[src/rtl/lab4_net_inject_unit.sv]
`default_nettype none
// ============================================================================
// Module   : lab4_net_inject_unit
// Brief    : Terminal-side injection stage for the ring router input in2.
//            Stamps {opaque, src, dest}, queues messages in a small FIFO and
//            bounds outstanding messages. Optional counters are enabled by
//            defining LAB4_NET_INJECT_STATS_EN.
// Revision : 1.0 - initial release
// ============================================================================
module lab4_net_inject_unit #(
    parameter int PAYLOAD_NBITS = 32,
    parameter int NUM_ENTRIES   = 2,
    parameter int MAX_INFLIGHT  = 4
) (
    input  logic                     clk,
    input  logic                     reset,
    input  logic [1:0]               router_id,
    input  logic [1:0]               req_dest,
    input  logic [PAYLOAD_NBITS-1:0] req_payload,
    input  logic                     req_val,
    output logic                     req_rdy,
    output logic [11:0]              out_msg_hdr,
    output logic [PAYLOAD_NBITS-1:0] out_msg_payload,
    output logic                     out_val,
    input  logic                     out_rdy,
    input  logic                     done,
`ifdef LAB4_NET_INJECT_STATS_EN
    output logic [15:0]              inj_count,
    output logic [15:0]              stall_count,
`endif
    output logic [7:0]               inflight
);

    localparam int                c_addr_w       = $clog2(NUM_ENTRIES);
    localparam logic [c_addr_w:0] c_ptr_one      = (c_addr_w+1)'(1);
    localparam logic [7:0]        c_max_inflight = 8'(MAX_INFLIGHT);

    // Header layout: {opaque[7:0], src[1:0], dest[1:0]}
    logic [11:0]              r_mem_hdr     [NUM_ENTRIES];
    logic [PAYLOAD_NBITS-1:0] r_mem_payload [NUM_ENTRIES];
    logic [c_addr_w:0]        r_wr_ptr;
    logic [c_addr_w:0]        r_rd_ptr;
    logic [7:0]               r_opaque;
    logic [7:0]               r_inflight;

    logic w_full;
    logic w_empty;
    logic w_enq;
    logic w_deq;
    logic w_done_eff;

    // Pointers carry one extra wrap bit so full and empty are distinguishable.
    assign w_empty = (r_wr_ptr == r_rd_ptr);
    assign w_full  = (r_wr_ptr[c_addr_w] != r_rd_ptr[c_addr_w]) &&
                     (r_wr_ptr[c_addr_w-1:0] == r_rd_ptr[c_addr_w-1:0]);

    assign req_rdy    = !reset && !w_full && (r_inflight < c_max_inflight);
    assign out_val    = !w_empty;
    assign w_enq      = req_val && req_rdy;
    assign w_deq      = out_val && out_rdy;
    assign w_done_eff = done && (r_inflight != 8'd0);

    assign out_msg_hdr     = w_empty ? '0 : r_mem_hdr[r_rd_ptr[c_addr_w-1:0]];
    assign out_msg_payload = w_empty ? '0 : r_mem_payload[r_rd_ptr[c_addr_w-1:0]];
    assign inflight        = r_inflight;

    always_ff @(posedge clk or posedge reset) begin
        if (reset) begin
            r_wr_ptr   <= '0;
            r_rd_ptr   <= '0;
            r_opaque   <= '0;
            r_inflight <= '0;
            for (int i = 0; i < NUM_ENTRIES; i++) begin
                r_mem_hdr[i]     <= '0;
                r_mem_payload[i] <= '0;
            end
        end else begin
            if (w_enq) begin
                r_mem_hdr[r_wr_ptr[c_addr_w-1:0]]     <= {r_opaque, router_id, req_dest};
                r_mem_payload[r_wr_ptr[c_addr_w-1:0]] <= req_payload;
                r_wr_ptr <= r_wr_ptr + c_ptr_one;
                r_opaque <= r_opaque + 8'd1;
            end
            if (w_deq) begin
                r_rd_ptr <= r_rd_ptr + c_ptr_one;
            end
            if (w_enq && !w_done_eff) begin
                r_inflight <= r_inflight + 8'd1;
            end else if (w_done_eff && !w_enq) begin
                r_inflight <= r_inflight - 8'd1;
            end
        end
    end

`ifdef LAB4_NET_INJECT_STATS_EN
    logic [15:0] r_inj_count;
    logic [15:0] r_stall_count;

    always_ff @(posedge clk or posedge reset) begin
        if (reset) begin
            r_inj_count   <= '0;
            r_stall_count <= '0;
        end else begin
            if (w_deq && (r_inj_count != 16'hFFFF)) begin
                r_inj_count <= r_inj_count + 16'd1;
            end
            if (req_val && !req_rdy && (r_stall_count != 16'hFFFF)) begin
                r_stall_count <= r_stall_count + 16'd1;
            end
        end
    end

    assign inj_count   = r_inj_count;
    assign stall_count = r_stall_count;
`endif

endmodule
`default_nettype wire

[config.mk]
export PLATFORM = sky130hd
export DESIGN_NAME = lab4_net_inject_unit
export DESIGN_NICKNAME = d
export VERILOG_FILES = /design/src/rtl/lab4_net_inject_unit.sv
export SDC_FILE = /design/constraint.sdc
export NUM_CORES = 1
export LEC_CHECK = 0
export CAP_MARGIN = 5
export CORE_MARGIN = 2
export CORE_UTILIZATION = 50
export CTS_CLUSTER_SIZE = 25
export DETAILED_ROUTE_END_ITERATION = 10
export GPL_ROUTABILITY_DRIVEN = 1
export PLACE_DENSITY = 0.85
export REMOVE_ABC_BUFFERS = 1
export SLEW_MARGIN = 20
export SYNTH_ARGS = -nofsm -noshare
export SYNTH_HDL_FRONTEND = slang
export SYNTH_SLANG_ARGS = --single-unit
export TNS_END_PERCENT = 20
[constraint.sdc]
create_clock -name clk -period 4.9 [get_ports clk]
set_clock_uncertainty 0.1 [all_clocks]
set_input_delay 0.735 -clock clk [delete_from_list [all_inputs] [get_ports clk]]
set_output_delay 0.735 -clock clk [all_outputs]
set_load 0.02 [all_outputs]
# Word level (Yosys, flattened, before mapping)
# Cells that the tools add are included.
# totals
word_cells	54
out_inout_bits	54
input_bits	41
reg_bits	108
# classes
mux	16
order_cmp	4
reduce_logical	16
n_addsub	5
bitwise_logic	2
n_eq_ne	3
# op_table
op	count
32-bit 2-to-1 mux	5
64-bit bitwise mux	1
12-bit 2-to-1 mux	5
32-bit demux with 1-bit select	1
24-bit bitwise mux	1
8-bit by 1-bit adder with 8-bit output (second input constant)	2
8-bit 2-to-1 mux	2
12-bit demux with 1-bit select	1
1-bit logical AND	9
8-bit by 3-bit less-than comparator with 1-bit output (second input constant)	1
8-bit nonzero test	1
8-bit by 1-bit subtractor with 8-bit output (second input constant)	1
1-bit zero test	5
2-bit by 1-bit adder with 2-bit output (second input constant)	2
2-bit >= comparator (second input constant)	2
1-bit inverter with 2-bit output	2
2-bit equality test	1
2-bit by 1-bit less-than comparator with 1-bit output (second input constant)	1
2-bit nonzero test	1
1-bit equality test	1
1-bit != test	1

# Longest topological paths before layout
# Gate-level depths: netlist of run 1.
# logic_depth
word_depth	10
depth_mapped	12
ltp_nobuf	12

# Least setup slack after synthesis of run 1
# Ideal clock, no wire load.
# synth_path
kind	reg2reg
start	reg r_inflight[2] (netlist: inflight[2])
end	reg r_inflight[7] (netlist: inflight[7])
path_stages_with_launch	13
path_buffers	0
period_less_slack_ns	4.273
slack_ns	0.627
setup_ns	0.078
t_arrival_ns	4.095
t_required_ns	4.722
cell_sequence	dfrtp_1 -> or4_4 -> a2111oi_0 -> nand2_1 -> inv_1 -> ha_1 -> inv_1 -> ha_1 -> a211oi_1 -> nor2_1 -> a31oi_1 -> mux2_2 -> o2bb2ai_1
# synth_via
elab_chain_len	6
elab_cells_between_ends	14
cone_classes	add/sub (2); order compare (1); mux (2); reduce/logical (9)
# synth_rtl
element	line	source
start: declaration	44	logic [7:0] r_inflight;
start signal: assignment	88	r_inflight <= r_inflight + 8'd1;
start signal: assignment	90	r_inflight <= r_inflight - 8'd1;
8-bit by 3-bit less-than comparator with 1-bit output (*)	57	assign req_rdy = !reset && !w_full && (r_inflight < c_max_inflight);
1-bit logical AND (*)	57	
net req_rdy	21	output logic req_rdy,
1-bit logical AND (*)	59	assign w_enq = req_val && req_rdy;
net w_enq	48	logic w_enq;
1-bit zero test	89	end else if (w_done_eff && !w_enq) begin
1-bit logical AND	89	
2-bit nonzero test (no line)	n/a	
# The timed path passes the listed nets; every way through them passes the cells marked *. The select of a mux whose other input is x is not followed.
# A chain may end at the register's enable or synchronous reset.

# Final worst setup path of run 1
# layout_path
start	reg r_inflight[2] (netlist: inflight[2])
end	reg r_inflight[7] (netlist: inflight[7])
# layout_via
elab_chain_len	6
elab_cells_between_ends	14
cone_classes	add/sub (2); order compare (1); mux (2); reduce/logical (9)
# layout_rtl
element	line
8-bit by 3-bit less-than comparator with 1-bit output (*)	57
1-bit logical AND (*)	57
1-bit logical AND (*)	59
net w_enq	48
1-bit zero test	89
1-bit logical AND	89
2-bit nonzero test (no line)	n/a
# Marks and branches as above.

==> impl_metrics.json, run 1 <==
{
  "status": "complete, no violations",
  "design.core.area_sq_mm": 0.0103,
  "area_growth_synth_to_finish_pct": 22.0,
  "peakVddDrop_v": 0.000404,
  "syn-mean-instance-area_sq_um": 13.3,
  "synth_top_flop_cell": "dfrtp_1",
  "postSynthRegisterBits": 108,
  "vias": 3338,
  "post-place-ws_ns": 0.817,
  "syn_area_sq_mm": 0.00533,
  "setup-tns-final_ns": 0,
  "layout.cells.most_common": "dfrtp_1",
  "post-route-worst-setup-slack_ns": 1.15,
  "clock_tree_from_tritoncts": "done",
  "critical_path.max_stage_delay_ns": 0.59,
  "clk_root_buffer_cell": "clkbuf_8",
  "number_of_cts_inserted_buffers": 9,
  "post-route-min-period_ns": 3.75,
  "wire_length_of_the_first_global_routing_pass_microns": 17400,
  "crit_type": "flip-flop to flip-flop",
  "setup_viol_count_final": 0,
  "timing_worst_slew_pin_value_ns": 0.902,
  "start_util_pct": 51.6,
  "period_share_pct": 76.5,
  "clock-sinks": 108,
  "cts.htree.levels": 3,
  "design.final.nets": 539,
  "power_per_cell_area_mw_per_mm2": 612,
  "io_buffers": 94,
  "rows": 37,
  "number_of_antenna_violations_at_the_first_check_in_global_routing": 0,
  "gr-usage-all-layers_pct": 19.0,
  "layout_common_cells": "dfrtp_1, clkdlybuf4s50_1, mux2_2",
  "clkTransAtPathRegs_ns": 0.10,
  "drive_above_1_share_pct": 23.9,
  "timing.final.hold_violations": 0,
  "timing.critical_path.buf_inv": 2,
  "yosys_warnings": 0,
  "power_leakage_nw": 3.19,
  "drt_pre_antenna_iters": 4,
  "initial_drc_count": 164,
  "critical_path_peak_fanout": 8,
  "post_synth_inst_count": 402,
  "arrival_ns": 3.94,
  "cts_resized": 0,
  "power.total_mw": 3.98,
  "cp.required_ns": 5.09,
  "crit_path_top_delay_cell": "or4_4",
  "cts_hold_buf": 0,
  "synth-seq-area-share_pct": 50.7,
  "hpwl_microns": 6830,
  "first_global_vias": 3494,
  "globalRouteOverflowTotal": 0,
  "routability_cong": 0.808,
  "timing.critical_path.cells": "or4_4, a2111oi_0, nand2_1, inv_1, ha_1, inv_1, ha_1, a211oi_1, nor2_1, a31oi_1, mux2_2, o2bb2ai_1",
  "die_height_microns": 107,
  "insertion_delay_ns": 0.37,
  "largest_delay_share_family_worst_path": "compound AO/OA/AOI/OAI gates",
  "top_level_ports": 95,
  "finalMaxSlewViolations": 0,
  "remaining_antenna_violation_count": 0,
  "ctsLongestPathBuffers": 2,
  "antenna_cells": 0,
  "route.detailed.vias_per_inst": 5.30,
  "async_reset_ff_share_pct": 100,
  "grt_max_degree": 86,
  "wirelength_microns": 10500,
  "fmaxAchievable_ghz": 0.267,
  "endpoint_kind": "flip-flop",
  "yosysUniqueCellTypes": 37,
  "die_x_microns": 107,
  "worst_setup_path_start_kind": "flip-flop",
  "route.detailed.wl_per_inst_microns": 16.7,
  "max_cap_viol_count": 0,
  "design.die.area_sq_mm": 0.0115,
  "min-delay-path-class": "flip-flop to flip-flop",
  "grt_setup_unrepaired": "false",
  "worst_max_slew_margin_expressed_relative_to_the_limit_pct": 39.9,
  "cts.repair_timing.setup_buffer_count": 0,
  "drc": 0,
  "synth_edf_count": 0,
  "final_util_pct": 62.9
}
-- worst paths after layout --
kind / startpoint / endpoint / slack [ns] / depth (start not counted)
max: inflight[2] / inflight[7] / 1.15 / 12
min: r_wr_ptr[1] / r_wr_ptr[1] / 0.41 / 1
max reg2reg: inflight[2] / inflight[7] / 1.15 / 12
min reg2reg: r_wr_ptr[1] / r_wr_ptr[1] / 0.41 / 1
max in group asynchronous: reset / r_mem_payload[3] / 3.03 / 3
min in group asynchronous: reset / inflight[7] / 0.81 / 2
-- cell usage after synthesis (2+ instances only) --
master | count | area [sq um]
buf_6 | 5 | 56.3
nor2_1 | 50 | 188
mux2_4 | 40 | 601
nor3_1 | 3 | 15.0
mux2i_1 | 44 | 440
mux2_2 | 51 | 574
a211oi_1 | 2 | 15.0
buf_1 | 4 | 15.0
inv_1 | 5 | 18.8
clkbuf_1 | 8 | 30.0
nand2_1 | 15 | 56.3
o21ai_0 | 7 | 35.0
ha_1 | 8 | 100
nand3_1 | 4 | 20.0
a21oi_1 | 5 | 25.0
o21bai_1 | 3 | 22.5
buf_12 | 4 | 80.1
xnor2_1 | 13 | 114
dfrtp_1 | 108 | 2700
xor2_1 | 6 | 52.6
-- routing by layer --
layer | vias to the layer above | part of all wire (%) | GRT usage [%]
met3 | 11 | 5.0 | 3.04
met4 | 0 | 1.1 | 6.03
li1 | 1572 | - | -
met2 | 80 | 47 | 30.3
met1 | 1675 | 47 | 26.7
met5 | - | 0 | 0
-- worst reg2reg max path: stages, from the launching register on --
cell and delay (ns):
dfrtp_1 0.43, or4_4 0.59, a2111oi_0 0.44, nand2_1 0.10
inv_1 0.07, ha_1 0.23, inv_1 0.19, ha_1 0.35
a211oi_1 0.32, nor2_1 0.13, a31oi_1 0.21, mux2_2 0.35
o2bb2ai_1 0.16
-- flip-flops by register name (all words and copies together) (netlist names) --
signal / count
r_opaque: 8
r_mem_hdr: 24
r_mem_payload: 64
inflight: 8
r_wr_ptr: 2
r_rd_ptr: 2
-- layout make-up --
cell class | instances | area, sq um
timing repair buffer | 97 | 976
inverter | 5 | 23.8
tap | 136 | 170
clock buffer | 11 | 141
multi-input combinational | 268 | 2440
clock inverter | 5 | 45.0
sequential | 108 | 2700
fill | 783 | 3830
-- metrics by stage --
stage | instance area, sq um | cells | hold slack, ns
final | 6500 | 630 | 0.407
after global routing | 6500 | 630 | 0.416
after CTS | 6470 | 629 | 0.404
after detailed placement | 6290 | 613 | 0.388
after global placement | 6290 | 613 | 0.380
after floorplan | 5150 | 381 | 0.362
-- cell families (layout without fill, tap and decap cells) --
| group | Yosys count | after routing | share of synthesized area (%) |
|---|---|---|---|
| adder cells (fa/ha/maj) | 9 | 9 | 2.25 |
| AO/OA/AOI/OAI | 25 | 25 | 3.26 |
| AND/OR/NAND/NOR | 80 | 80 | 6.55 |
| buffers and inverters | 26 | 118 | 3.76 |
| flip-flops | 108 | 108 | 50.7 |
| XOR/XNOR | 19 | 19 | 3.12 |
| multiplexers | 135 | 135 | 30.3 |
-- where the power goes --
part	total (mW)	switching [mW]	internal, mW
sequential	1.39	0.206	1.19
clock	0.516	0.310	0.207
combinational	2.07	1.02	1.04
total	3.98	1.54	2.44
Note: power is estimated with default switching activity, not from simulation.
==> run 2, diff against run 1 <==
--- a/config.mk
+++ b/config.mk
@@ -7,11 +7,11 @@
 export LEC_CHECK = 0
 export CAP_MARGIN = 5
 export CORE_MARGIN = 2
-export CORE_UTILIZATION = 50
+export CORE_UTILIZATION = 48
 export CTS_CLUSTER_SIZE = 25
 export DETAILED_ROUTE_END_ITERATION = 10
 export GPL_ROUTABILITY_DRIVEN = 1
-export PLACE_DENSITY = 0.85
+export PLACE_DENSITY = 0.86
 export REMOVE_ABC_BUFFERS = 1
 export SLEW_MARGIN = 20
 export SYNTH_ARGS = -nofsm -noshare
==> constraint.sdc (replaced) <==
create_clock -name clk -period 3.1 [get_ports clk]
set_clock_uncertainty 0.1 [all_clocks]
set_input_delay 0.465 -clock clk [delete_from_list [all_inputs] [get_ports clk]]
set_output_delay 0.465 -clock clk [all_outputs]
set_load 0.02 [all_outputs]
==> impl_metrics.json, run 2 (synthesis gave the netlist of run 1 again) <==
{
  "status": "complete, no violations",
  "insertion_delay_ns": 0.36,
  "clock_tree_from_tritoncts": "done",
  "power_per_cell_area_mw_per_mm2": 984,
  "grt_max_degree": 73,
  "reg2regPathDepth": 13,
  "worst_max_slew_margin_expressed_relative_to_the_limit_pct": 61.4,
  "start_util_pct": 49.1,
  "drc": 0,
  "post-place-ws_ns": -0.396,
  "cts.htree.levels": 3,
  "min_delay_worst_endpoint": "r_wr_ptr[1]",
  "dp_cells": 652,
  "route.detailed.vias_per_inst": 5.25,
  "drive_above_1_share_pct": 33.6,
  "power.total_mw": 6.92,
  "design.core.area_sq_mm": 0.0108,
  "wirelength_microns": 11300,
  "timing_worst_slew_pin_value_ns": 0.579,
  "max_cap_viol_count": 0,
  "routability_cong": 0.906,
  "top_level_ports": 95,
  "grt_setup_unrepaired": "true",
  "die_height_microns": 109,
  "critical_path_peak_fanout": 3,
  "clock-sinks": 108,
  "number_of_antenna_violations_at_the_first_check_in_global_routing": 0,
  "crit-reg2reg-capture": "inflight[7]",
  "cp.required_ns": 3.29,
  "finalMaxSlewViolations": 0,
  "hold_path_startpoint": "r_wr_ptr[1]",
  "cts_hold_buf": 0,
  "power_leakage_nw": 3.44,
  "number_of_cts_inserted_buffers": 9,
  "setup_viol_count_final": 0,
  "finalHoldWorstSlack_ns": 0.400,
  "wire_length_of_the_first_global_routing_pass_microns": 18100,
  "ctsLongestPathBuffers": 2,
  "top_register": "r_mem_payload",
  "post-route-min-period_ns": 3.05,
  "timing.final.hold_violations": 0,
  "fmaxAchievable_ghz": 0.327,
  "design.final.nets": 579,
  "antenna_cells": 0,
  "endpoint_kind": "flip-flop",
  "reg2reg_setup_slack_ns": 0.05,
  "first_global_vias": 3646,
  "post-route-worst-setup-slack_ns": 0.0455,
  "clkTransAtPathRegs_ns": 0.09,
  "worst_setup_path_start_kind": "flip-flop",
  "route.detailed.wl_per_inst_microns": 16.8,
  "gr-usage-all-layers_pct": 19.7,
  "r2r-start": "inflight[5]",
  "peakVddDrop_v": 0.000640,
  "period_share_pct": 98.5,
  "arrival_ns": 3.25,
  "drt_pre_antenna_iters": 4,
  "largestRegisters": "r_mem_payload x64, r_mem_hdr x24",
  "vias": 3536,
  "globalRouteOverflowTotal": 0,
  "crit_type": "flip-flop to flip-flop",
  "rows": 38,
  "initial_drc_count": 205,
  "design.die.area_sq_mm": 0.0120,
  "hpwl_microns": 7290,
  "layout_common_cells": "dfrtp_1, clkdlybuf4s50_1, mux2_2",
  "layout.cells.most_common": "dfrtp_1",
  "min-delay-path-class": "flip-flop to flip-flop",
  "io_buffers": 94,
  "whs_path_depth": 1,
  "area_growth_synth_to_finish_pct": 32.0,
  "largest_reg_flops": 64,
  "die_x_microns": 109,
  "post_layout_nonfiller_instances": 673,
  "remaining_antenna_violation_count": 0,
  "clk_root_buffer_cell": "clkbuf_8"
}
==> run 2: changes by cell type in the layout (fill, tap and decap cells not counted), sizes merged <==
cell,before,now
clkbuf,11,14
bufinv,0,1
buf,3,43
clkinvlp,1,0
inv,7,5
clkinv,2,0
==> run 2: worst max path at each step <==
stage                           start  slack, ns           to  cells past startpoint
after detailed placement        reset      -0.40  inflight[7]                     13
after global routing      inflight[5]      -0.05  inflight[7]                     11
after CTS                 inflight[2]      0.005  inflight[6]                     14
final                     inflight[5]       0.05  inflight[7]                     13
after floorplan           r_rd_ptr[0]      -2.31  inflight[7]                     12
after global placement          reset      -0.26  inflight[7]                     13
==> run 2: per-stage QoR <==
step / util [%] / TNS, ns / area [sq um]
2_1_floorplan: - / -172.64 / 5150
3_3_place_gp: 60.8 / -0.616 / 6590
3_5_place_dp: 60.8 / -1.14 / 6590
4_1_cts: 63.7 / 0 / 6900
5_1_grt: 64.9 / -0.0692 / 7030
6_report: 64.9 / 0 / 7030
==> run 2: per-layer routing <==
layer	vias up	wire [microns]	part of all wire, %	GRT usage (%)
met5	-	0	0	0
met4	0	163	1.4	7.78
met3	13	446	3.9	3.26
met2	86	5550	49	30.9
met1	1782	5170	46	27.3
li1	1655	-	-	-
==> run 2: power breakdown <==
group	leakage [nW]	internal (mW)	switching, mW
sequential	1.43	1.88	0.298
combinational	1.91	2.02	1.86
clock	0.103	0.437	0.435
==> run 2: timing repair <==
| action | CTS | global route |
|---|---|---|
| buffers inserted | 1 | 5 |
| resized for setup | 18 | 18 |
| endpoints found under the setup margin | 5 | 32 |
| pin swaps | 6 | 8 |
==> run 2: area by class of cell <==
cell class                 instances  area (sq um)
tap                              140           175
sequential                       108          2700
inverter                           5          23.8
clock buffer                      14           173
clock inverter                     1          30.0
multi-input combinational        268          2620
timing repair buffer             137          1310
fill                             807          3810
==> run 2: worst max-delay path, stage by stage, from the launching register on <==
cell	delay, ns
dfrtp_1	0.40
or4_4	0.56
a2111oi_4	0.19
buf_4	0.17
nand2_2	0.05
inv_2	0.07
ha_4	0.15
inv_4	0.05
ha_4	0.22
a211oi_4	0.30
nor2_4	0.07
a31oi_1	0.16
mux2_2	0.37
o2bb2ai_2	0.13
==> variant (settings of run 1) <==
`PAYLOAD_NBITS`: 32 -> 28.
--- a/src/rtl/lab4_net_inject_unit.sv
+++ b/src/rtl/lab4_net_inject_unit.sv
@@ -8,7 +8,7 @@
 // Revision : 1.0 - initial release
 // ============================================================================
 module lab4_net_inject_unit #(
-    parameter int PAYLOAD_NBITS = 32,
+    parameter int PAYLOAD_NBITS = 28,
     parameter int NUM_ENTRIES   = 2,
     parameter int MAX_INFLIGHT  = 4
 ) (
Interface: changed (resized out_msg_payload and req_payload); port bits go from 95 to 87. No check against the original RTL was run, so the function may have changed too.
==> variant against run 1 <==
  * Worst setup slack worse by 0.091 ns
  * Die area shrank 4.5%
  * Final area fell by 4.4%
  * Wire length increased by 0.17%
  * Total power is 3.9% lower
  * Core utilization rose by 0.33 points
  * Sequential share of layout area fell by 1.3 points
  * Synthesized area is 4.7% lower
  * Sequential cell count shrank 8
  * Register-to-register slack worse by 0.02 ns
  * Largest power group unchanged
==> variant: results (changes against run 1) <==
Synth top cells by count -> 100 x dfrtp_1, 79 x mux2_4, 44 x nor2_1, 40 x mux2i_1, 15 x nand2_1
status -> completed
pre-CTS WS -> 0.8871 ns (+0.06990 ns)
wire per inst -> 17.82 um (+6.6%)
routability congestion estimate from global placement -> 0.8380 (+3.7%)
CP peak stage delay -> 0.96 ns (+0.37 ns)
Filler cells -> 788 (+0.64%)
critical path fanouts, max -> 41 (+33)
Leakage -> 3.121 nW (-2.2%)
largest net degree at the start of global routing -> 70 (-19%)
arrival time of the worst setup path -> 3.01 ns (-0.93 ns)
hold_sp -> r_wr_ptr[1]$_DFFE_PP0P_
maximum clock path buffer count -> 2 (unchanged)
share of layout cells above drive strength 1 -> 23.09% (-0.79 points)
Hold Path Depth -> 1 (unchanged)
Distinct cells, synth -> 37 (unchanged)
overall routing resource usage -> 20.23% (+1.2 points)
slowest CP cell -> nor2b_4
Final setup viols -> 0 (unchanged)
DR vias -> 3179 (-4.8%)
vias in the first global route -> 3446 (-1.4%)
dpl cell area -> 0.005995 mm^2 (-4.7%)
worst reg-to-reg setup slack -> 1.13 ns (-0.02 ns)
top flop regs -> r_mem_payload: 56 flops, r_mem_hdr: 24 flops
synth warn -> 0 (unchanged)
Rel. slew slack -> 29.76% (-10 points)
ys async rst share -> 100.0% (unchanged)
Worst IR Drop VDD -> 385.5 uV (-4.6%)
port bufs -> 86 (-8.5%)
ANT cells -> 0 (unchanged)
first-pass GRT wire length -> 17.81 mm (+2.3%)
number of nets in the layout -> 500 (-7.2%)
register area share after synthesis -> 49.30% (-1.4 points)
top post-synthesis cells by area -> dfrtp_1 49%, mux2_4 23%, mux2i_1 7.9%, nor2_1 3.3%, xnor2_1 2.2%
CP top delay family -> simple AND/OR/NAND/NOR gates
DR iter-0 viols -> 120 (-27%)
DP HPWL -> 6.742 mm (-1.3%)
[variant: cell count changes after synthesis, sizes merged]
| cell | before | now |
|---|---|---|
| mux2 | 91 | 82 |
| dfrtp | 108 | 100 |
| nor2 | 50 | 44 |
| buf | 13 | 9 |
| mux2i | 44 | 40 |
| clkbuf | 8 | 11 |
| o21ai | 7 | 6 |
| o31ai | 1 | 2 |
| o32ai | 0 | 1 |
[variant: per-layer routing]
metal  vias to the layer above  GRT usage [%]  routed length, um
li1                       1461              -                  -
met1                      1622          27.12               4848
met2                        84          33.67               5117
met3                        12          3.244                437
met4                         0          6.571                148
met5                         -              0                  0
[variant: kinds of logic after synthesis]
group	count (synthesis)	share of synthesized area [%]
AO/OA/AOI/OAI	26	3.648
XOR/XNOR	19	3.278
adder cells (fa/ha/maj)	9	2.366
buffers and inverters	25	3.032
flip-flops	100	49.30
multiplexers	122	31.92
AND/OR/NAND/NOR	74	6.458
[variant: final cells by class]
cell class	count	area [um^2]	area share (%)
inverters	5	21.27	0.3424
repair buffers	88	875.8	14.10
clock buffers	12	145.1	2.336
flip-flops and latches	100	2504	40.30
well taps	133	166.4	2.679
multi-input cells	250	2427	39.07
clock inverters	4	72.57	1.168
[variant: per-stage QoR]
stage / hold WS, ns / std cells
2_1_floorplan: 0.3648 / 355
3_3_place_gp: 0.3782 / 576
3_5_place_dp: 0.3881 / 576
4_1_cts: 0.4053 / 592
5_1_grt: 0.4278 / 592
6_report: 0.4060 / 592
[variant: report_power, final]
part / switching [W] / leakage (nW) / internal [W] / total, W
clock network: 0.000277 / 0.107 / 0.000302 / 0.000579
logic: 0.000951 / 1.69 / 0.000983 / 0.00193
registers: 0.000211 / 1.32 / 0.00110 / 0.00131
total: 0.00144 / 3.12 / 0.00238 / 0.00382
[variant: how the worst max path moves through the flow]
stage | startpoint | endpoint | slack (ns) | depth (start not counted)
floorplan | r_rd_ptr[0]$_DFFE_PP0P_ | inflight[7]$_DFFE_PP0P_ | -0.36 | 12
global placement | reset | inflight[7]$_DFFE_PP0P_ | 1.09 | 12
detailed placement | reset | inflight[7]$_DFFE_PP0P_ | 0.89 | 12
CTS | r_wr_ptr[0]$_DFFE_PP0P_ | out_msg_hdr[9] | 1.03 | 4
global route | inflight[2]$_DFFE_PP0P_ | inflight[7]$_DFFE_PP0P_ | 0.77 | 12
finish | r_wr_ptr[0]$_DFFE_PP0P_ | out_val | 1.06 | 4
[variant: worst reg2reg max path: stages, from the launching register on]
cell and delay [ns]:
dfrtp_1 0.43, or4_1 0.63, a2111oi_0 0.45, nand2_1 0.12, inv_1 0.08, ha_1 0.28
inv_1 0.20, ha_1 0.33, a211oi_1 0.31, nor2_1 0.13, a221oi_1 0.31, xnor2_1 0.11
o32ai_1 0.21
